===== src/rtl/freq_meter_8ch.sv =====
// freq_meter_8ch: eight-channel frequency meter.
// Each channel counts synchronized rising edges of sig_in[N] over a gate
// window of GATE_CYCLES clock cycles. Windows repeat back-to-back while
// enable is high. The count of each completed window is latched to
// freq_N, and data_valid pulses for one cycle.
//
// Ports
//   clk_clk        system clock
//   reset_reset    synchronous, active-high reset
//   enable         run (1) / stop (0) the measurement
//   sig_in[7:0]    asynchronous frequency inputs, bit N = channel N
//   freq_0..7      edge count of the last completed window (saturating)
//   ovf[7:0]       per-channel saturation flag of the last completed window
//   data_valid     one-cycle pulse when freq_N / ovf update
//   busy           high while in ARM or COUNT
//
// state | meaning
// IDLE  | stopped; gate and channel counters held at zero
// ARM   | 3-cycle synchronizer flush; edges ignored
// COUNT | gate window running; terminal cycle latches results and restarts
module freq_meter_8ch #(
   parameter int unsigned GATE_CYCLES = 50000000,
   parameter logic [23:0] SAT_VAL     = 24'hFFFFFF
) (
   input  logic        clk_clk,
   input  logic        reset_reset,
   input  logic        enable,
   input  logic [7:0]  sig_in,
   output logic [23:0] freq_0,
   output logic [23:0] freq_1,
   output logic [23:0] freq_2,
   output logic [23:0] freq_3,
   output logic [23:0] freq_4,
   output logic [23:0] freq_5,
   output logic [23:0] freq_6,
   output logic [23:0] freq_7,
   output logic [7:0]  ovf,
   output logic        data_valid,
   output logic        busy
);

   localparam int unsigned GW = (GATE_CYCLES > 1) ? $clog2(GATE_CYCLES) : 1;
   localparam logic [GW-1:0] GATE_LAST = GW'(GATE_CYCLES - 1);

   typedef enum logic [1:0] {IDLE, ARM, COUNT} state_t;

   state_t        state;
   logic [1:0]    arm_cnt;
   logic [GW-1:0] gate_cnt;
   logic [23:0]   cnt     [8];
   logic [23:0]   freq_r  [8];
   logic [7:0]    ovf_int;

   logic [7:0]    sync_a;
   logic [7:0]    sync_b;
   logic [7:0]    sync_d;
   logic [7:0]    edge_hit;

   logic [24:0]   sum     [8];
   logic [23:0]   sat_sum [8];
   logic [7:0]    ovf_nxt;

   always_ff @(posedge clk_clk) begin
      if (reset_reset) begin
         sync_a <= '0;
         sync_b <= '0;
         sync_d <= '0;
      end else begin
         sync_a <= sig_in;
         sync_b <= sync_a;
         sync_d <= sync_b;
      end
   end

   assign edge_hit = sync_b & ~sync_d;

   // Saturating next count; the sum is one bit wider so cnt==SAT_VAL plus
   // an edge is seen as reaching saturation rather than wrapping.
   always_comb begin
      ovf_nxt = '0;
      for (int i = 0; i < 8; i++) begin
         sum[i]     = {1'b0, cnt[i]} + 25'(edge_hit[i]);
         sat_sum[i] = sum[i][23:0];
         if (sum[i] >= {1'b0, SAT_VAL}) begin
            sat_sum[i] = SAT_VAL;
            ovf_nxt[i] = 1'b1;
         end else begin
            ovf_nxt[i] = ovf_int[i];
         end
      end
   end

   always_ff @(posedge clk_clk) begin
      if (reset_reset) begin
         state      <= IDLE;
         arm_cnt    <= '0;
         gate_cnt   <= '0;
         ovf_int    <= '0;
         ovf        <= '0;
         data_valid <= 1'b0;
         busy       <= 1'b0;
         for (int i = 0; i < 8; i++) begin
            cnt[i]    <= '0;
            freq_r[i] <= '0;
         end
      end else begin
         data_valid <= 1'b0;
         case (state)
            IDLE: begin
               arm_cnt  <= '0;
               gate_cnt <= '0;
               ovf_int  <= '0;
               for (int i = 0; i < 8; i++) cnt[i] <= '0;
               if (enable) begin
                  state <= ARM;
                  busy  <= 1'b1;
               end else begin
                  busy  <= 1'b0;
               end
            end

            ARM: begin
               gate_cnt <= '0;
               ovf_int  <= '0;
               for (int i = 0; i < 8; i++) cnt[i] <= '0;
               if (!enable) begin
                  state <= IDLE;
                  busy  <= 1'b0;
               end else if (arm_cnt == 2'd2) begin
                  state   <= COUNT;
                  arm_cnt <= '0;
               end else begin
                  arm_cnt <= arm_cnt + 2'd1;
               end
            end

            COUNT: begin
               if (gate_cnt == GATE_LAST) begin
                  // Terminal cycle: its own edge joins the closing window,
                  // and the next window starts on the following cycle.
                  for (int i = 0; i < 8; i++) begin
                     freq_r[i] <= sat_sum[i];
                     cnt[i]    <= '0;
                  end
                  ovf        <= ovf_nxt;
                  ovf_int    <= '0;
                  data_valid <= 1'b1;
                  gate_cnt   <= '0;
                  if (!enable) begin
                     state <= IDLE;
                     busy  <= 1'b0;
                  end
               end else if (!enable) begin
                  state <= IDLE;
                  busy  <= 1'b0;
               end else begin
                  gate_cnt <= gate_cnt + GW'(1);
                  ovf_int  <= ovf_nxt;
                  for (int i = 0; i < 8; i++) cnt[i] <= sat_sum[i];
               end
            end

            default: begin
               state <= IDLE;
               busy  <= 1'b0;
            end
         endcase
      end
   end

   assign freq_0 = freq_r[0];
   assign freq_1 = freq_r[1];
   assign freq_2 = freq_r[2];
   assign freq_3 = freq_r[3];
   assign freq_4 = freq_r[4];
   assign freq_5 = freq_r[5];
   assign freq_6 = freq_r[6];
   assign freq_7 = freq_r[7];

endmodule

===== config.mk =====
export PLATFORM = sky130hd
export DESIGN_NAME = freq_meter_8ch
export DESIGN_NICKNAME = d
export VERILOG_FILES = /design/src/rtl/freq_meter_8ch.sv
export SDC_FILE = /design/constraint.sdc
export NUM_CORES = 1
export LEC_CHECK = 0
export CORE_ASPECT_RATIO = 0.8
export CORE_MARGIN = 5
export CORE_UTILIZATION = 45
export DETAILED_ROUTE_END_ITERATION = 10
export GPL_TIMING_DRIVEN = 0
export PLACE_DENSITY = 0.7
export SLEW_MARGIN = 20
export SYNTH_ARGS = -nofsm -noshare
export SYNTH_HDL_FRONTEND = slang
export SYNTH_SLANG_ARGS = --single-unit

===== constraint.sdc =====
create_clock -name clk_clk -period 8.8 [get_ports clk_clk]
set_input_delay 1.32 -clock clk_clk [delete_from_list [all_inputs] [get_ports clk_clk]]
set_output_delay 1.32 -clock clk_clk [all_outputs]
set_load 0.05 [all_outputs]

Word level (Yosys, flattened, before mapping). Memory sizes are Yosys's and may differ from the RTL's. Index checks and enable logic that the tools add are counted.

$add $sub $neg: 10. Order comparisons: 8. Equal/unequal tests: 10. Mux-type cells: 89. Bitwise logic cells: 42. Reductions and logical operators: 9.

Operators by type and width (count): two-way mux 24 bit (48); adder 24 x 1 -> 25 bit (8); >= comparator 25 x 24 -> 1 bit, second input constant (8); two-way mux 26 bit (2); case mux 26 bit (2 select lines) (1); bitwise OR 1 bit (40); adder 26 x 1 -> 26 bit, second input constant (1); equality test 26 bit, second input constant (1); two-way mux 1 bit (26); two-way mux 8 bit (2); case mux 8 bit (2 select lines) (1); two-way mux 2 bit (6); bitwise AND 8 bit (1); != test 2 bit, second input constant (4); inverter 8 bit (1); != test 3 bit, second input constant (2); case mux 2 bit (3 select lines) (1); AND reduction 2 bit (3); equality test 2 bit, second input constant (2); case mux 2 bit (2 select lines) (1); nonzero test 2 bit (2); OR reduction 2 bit (2); AND reduction 3 bit (1); adder 2 x 1 -> 2 bit, second input constant (1); 3 further kinds (3).

Register bits after elaboration: 72. RAM bits: 384. Bits of input ports: 11. Output and inout bits: 202. Memories: 2.

Memories: cnt (words 8, width 24, read ports 8, clocked after memory_dff 0, wr ports 8, line 50) `logic [23:0] cnt [8];`; freq_r (words 8, width 24, read ports 8, clocked after memory_dff 0, wr ports 8, line 51) `logic [23:0] freq_r [8];`.

Depth between registers and ports, before layout.
Word-level depth: 8. Mapped depth: 12. Mapped depth without buffers: 10.

Worst setup path before layout. OpenSTA, ideal clock, no wires.

Kind: input to register. From: input port reset_reset. To: memory freq_r[0][0], enable pin. Setup time: 0.586 ns. Arrival time: 6.211 ns. Data required time: 8.214 ns. Slack: 2.003 ns. Stages: 2. Buffers on the path: 1. Cell sequence: clkbuf_1 -> nand2b_1.

RTL lines: start: declaration (line 26) `input logic reset_reset,`; end: declaration (line 51).

==> impl_metrics.env <==
export IMPL_status="finished, final reports clean"
export IMPL_globalplace_congestion=1.02
export IMPL_pwr_share_clk_pct=44.2
export IMPL_grt_pass1_wl_mm=116
export IMPL_synth_most_common_cell="nor2_1"
export IMPL_cp_arrival_ps=4660
export IMPL_drtPass1Iterations=8
export IMPL_yosys_area_top_type="edfxtp_1"
export IMPL_antenna_found_initial=1
export IMPL_maxSlewViolCount=0
export IMPL_grt_max_degree=58
export IMPL_clk_pin_slew_ps=60
export IMPL_dieArea_sq_um=57600
export IMPL_synth_edff_count=264
export IMPL_power_switching_w=0.00126
export IMPL_hold_slack_ps=434
export IMPL_seq_power_share_pct=47.3
export IMPL_postCtsSetupBuffers=0
export IMPL_cap_violations=0
export IMPL_cts_resized_gates=0
export IMPL_fin_crit_ps=4370
export IMPL_cts_sinks=456
export IMPL_cts_hold_fix_buffers=0
export IMPL_ant_nets=0
export IMPL_fin_crit_sh_pct=49.6
export IMPL_wl_mm=76.0
export IMPL_syn_area_sq_um=23800
export IMPL_synth_seq_cells=456
export IMPL_switching_share_pct=25.0
export IMPL_core_sq_um=52400
export IMPL_power_density_nw_per_um2=175
export IMPL_die_height_microns=216
export IMPL_rows=75
export IMPL_postSynthAreaPerCell_sq_um=9.03
export IMPL_ir_worst_vdd_mv=0.130
export IMPL_drt_iter0_drc=2621
export IMPL_dp_hpwl_mm=54.2
export IMPL_fin_skew_ps=29.1
export IMPL_slew_headroom_pct=22.3
export IMPL_drive_above_1_share_pct=3.98
export IMPL_startpoint_type="input port"
export IMPL_power_frac_comb_pct=8.5
export IMPL_p_leak_nw=9.40
export IMPL_cts_tree="built"
export IMPL_vias=21789
export IMPL_ys_top_cells_by_count="nor2_1, a21oi_1, edfxtp_1"
export IMPL_synth_area_top_cells="edfxtp_1, dfxtp_1, a21oi_1"
export IMPL_nFillCells=4627
export IMPL_synthCells=2635
export IMPL_synth_top_area_share_pct=33.3
export IMPL_io_buffers=211
export IMPL_grtUsageTotal_pct=25.1
export IMPL_wire_per_inst_microns=20.9
export IMPL_crit_path_end_kind="register"
export IMPL_rsz0062_at_grt="false"
export IMPL_initial_core_util_pct=45.4
export IMPL_ys_async_sr_fraction_pct=0
export IMPL_grt_pass1_vias=20130
export IMPL_final_hold_viol_count=0
export IMPL_drt_drc_violations_left=0
export IMPL_path_class="in -> reg"
export IMPL_seq_area_frac_synth_pct=49.5
export IMPL_die_width_microns=267
export IMPL_internal_power_w=0.00376
export IMPL_io_pins=213
export IMPL_tightestPinTransition_ps=1170
export IMPL_crit_fanout=10
export IMPL_nNetsFinal=2938
export IMPL_clock_path_buffers=3
export IMPL_synthFlopType="edfxtp_1"
export IMPL_fin_ws_ps=4430
export IMPL_post_place_ws_ps=3850
export IMPL_cts_max_level=2
export IMPL_gr_total_overflow=0
export IMPL_diodes=0
export IMPL_vias_per_cell=6.00
export IMPL_synth_distinct_cells=78
export IMPL_syn_num_nets=2674
export IMPL_clock_root_buffer="clkbuf_16"
export IMPL_insertion_delay_ps=600
export IMPL_setup_violations=0
export IMPL_area_growth_pct=20.2
export IMPL_required_ps=9090
export IMPL_ys_warn_count=0
export IMPL_cts_made_buffers=47
export IMPL_fmax_ghz=0.229
export IMPL_hp_class="reg -> reg"
-- worst max-delay path, cell delays in order --
cell	delay [ps]
clkdlybuf4s50_1	580
clkbuf_1	530
or2_2	210
clkbuf_1	420
clkbuf_1	820
clkbuf_1	570
nor2_1	200
-- placed cells by master (no fill, tap or decap), types with 11 or more instances in the layout --
cell type	count
o21ai_0	188
clkbuf_1	171
xor2_1	72
or3_1	20
edfxtp_1	264
a211oi_1	18
and3_1	47
nand2_1	153
nand4b_1	11
nand3_1	91
dfxtp_1	192
and4_1	29
nand4_1	70
xnor2_1	96
buf_1	22
a22oi_1	13
nor2b_1	52
and2_1	13
nor3_1	77
nand2b_1	13
clkbuf_16	48
nor4_1	27
clkdlybuf4s50_1	211
ha_1	28
inv_1	27
a31oi_1	21
nor2_1	386
a2bb2oi_1	12
a21o_1	27
a21oi_1	327
-- final cells by class --
cell class	count	area [sq um]	share of cell area [%]
Tap cell	693	867	3.03
Timing Repair Buffer	215	2220	7.77
Clock buffer	56	1260	4.41
Inverter	28	105	0.367
Clock inverter	32	440	1.54
Sequential cell	456	11800	41.1
Multi-Input combinational cell	1953	11200	39.1
Buffer	198	758	2.65
-- power by group through the flow --
stage,registers [W],logic (W),clock network [W]
after floorplan,0.00250,0.000177,0
after global placement,0.00243,0.000407,0
after detailed placement,0.00242,0.000421,0
after CTS,0.00237,0.000422,0.00225
after global routing,0.00238,0.000447,0.00234
final,0.00237,0.000426,0.00222
-- final timing paths --
| kind | startpoint | endpoint | slack [ps] | cells past startpoint |
|---|---|---|---|---|
| setup reg to reg | gate_cnt[9] | cnt[1][38] | 4450 | 8 |
| hold / removal | sync_a[0] | sync_b[0] | 430 | 1 |
| hold reg to reg | sync_a[0] | sync_b[0] | 430 | 1 |
| setup / recovery | reset_reset | freq_r[1][14] | 4430 | 7 |
-- metal layers --
metal  up-vias  track usage [%]  part of all wire (%)
li1      10130                -                     -
met4         0             6.76                   2.7
met3       129             3.48                   8.3
met1     10484             37.2                    44
met5         -                0                     0
met2      1046             39.0                    45
-- state kept, by name, summed over array words and instances (netlist names) --
| signal | cells |
|---|---|
| cnt | 192 |
| freq_r | 192 |
| gate_cnt | 26 |
| ovf | 8 |
| ovf_int | 8 |
| sync_a | 8 |
| sync_b | 8 |
| sync_d | 8 |
| arm_cnt | 2 |
| state | 2 |
| busy | 1 |
| data_valid | 1 |
-- cells by family (layout without fill, tap and decap cells) --
family                   count (synthesis)  in the layout  share of synthesized area [%]
buffers and inverters                  226            529                           3.63
AND/OR/NAND/NOR                       1044           1044                           21.8
flip-flops                             456            456                           49.5
multiplexers                             7              7                          0.295
adder cells (fa/ha/maj)                 28             28                           1.47
XOR/XNOR                               168            168                           6.18
AO/OA/AOI/OAI                          706            706                           17.2
-- metrics by stage --
step | TNS, ps | power [W] | util, % | std cells | area (sq um)
3_3_place_gp | -186810 | 0.00284 | 51.1 | 3539 | 26800
5_1_grt | 0 | 0.00516 | 54.6 | 3631 | 28600
4_1_cts | 0 | 0.00504 | 54.6 | 3631 | 28600
2_1_floorplan | 0 | 0.00268 | - | 2635 | 23800
6_report | 0 | 0.00502 | 54.6 | 3631 | 28600
3_5_place_dp | 0 | 0.00284 | 51.4 | 3543 | 26900
No activity file was read; power rests on OpenSTA's default activity.
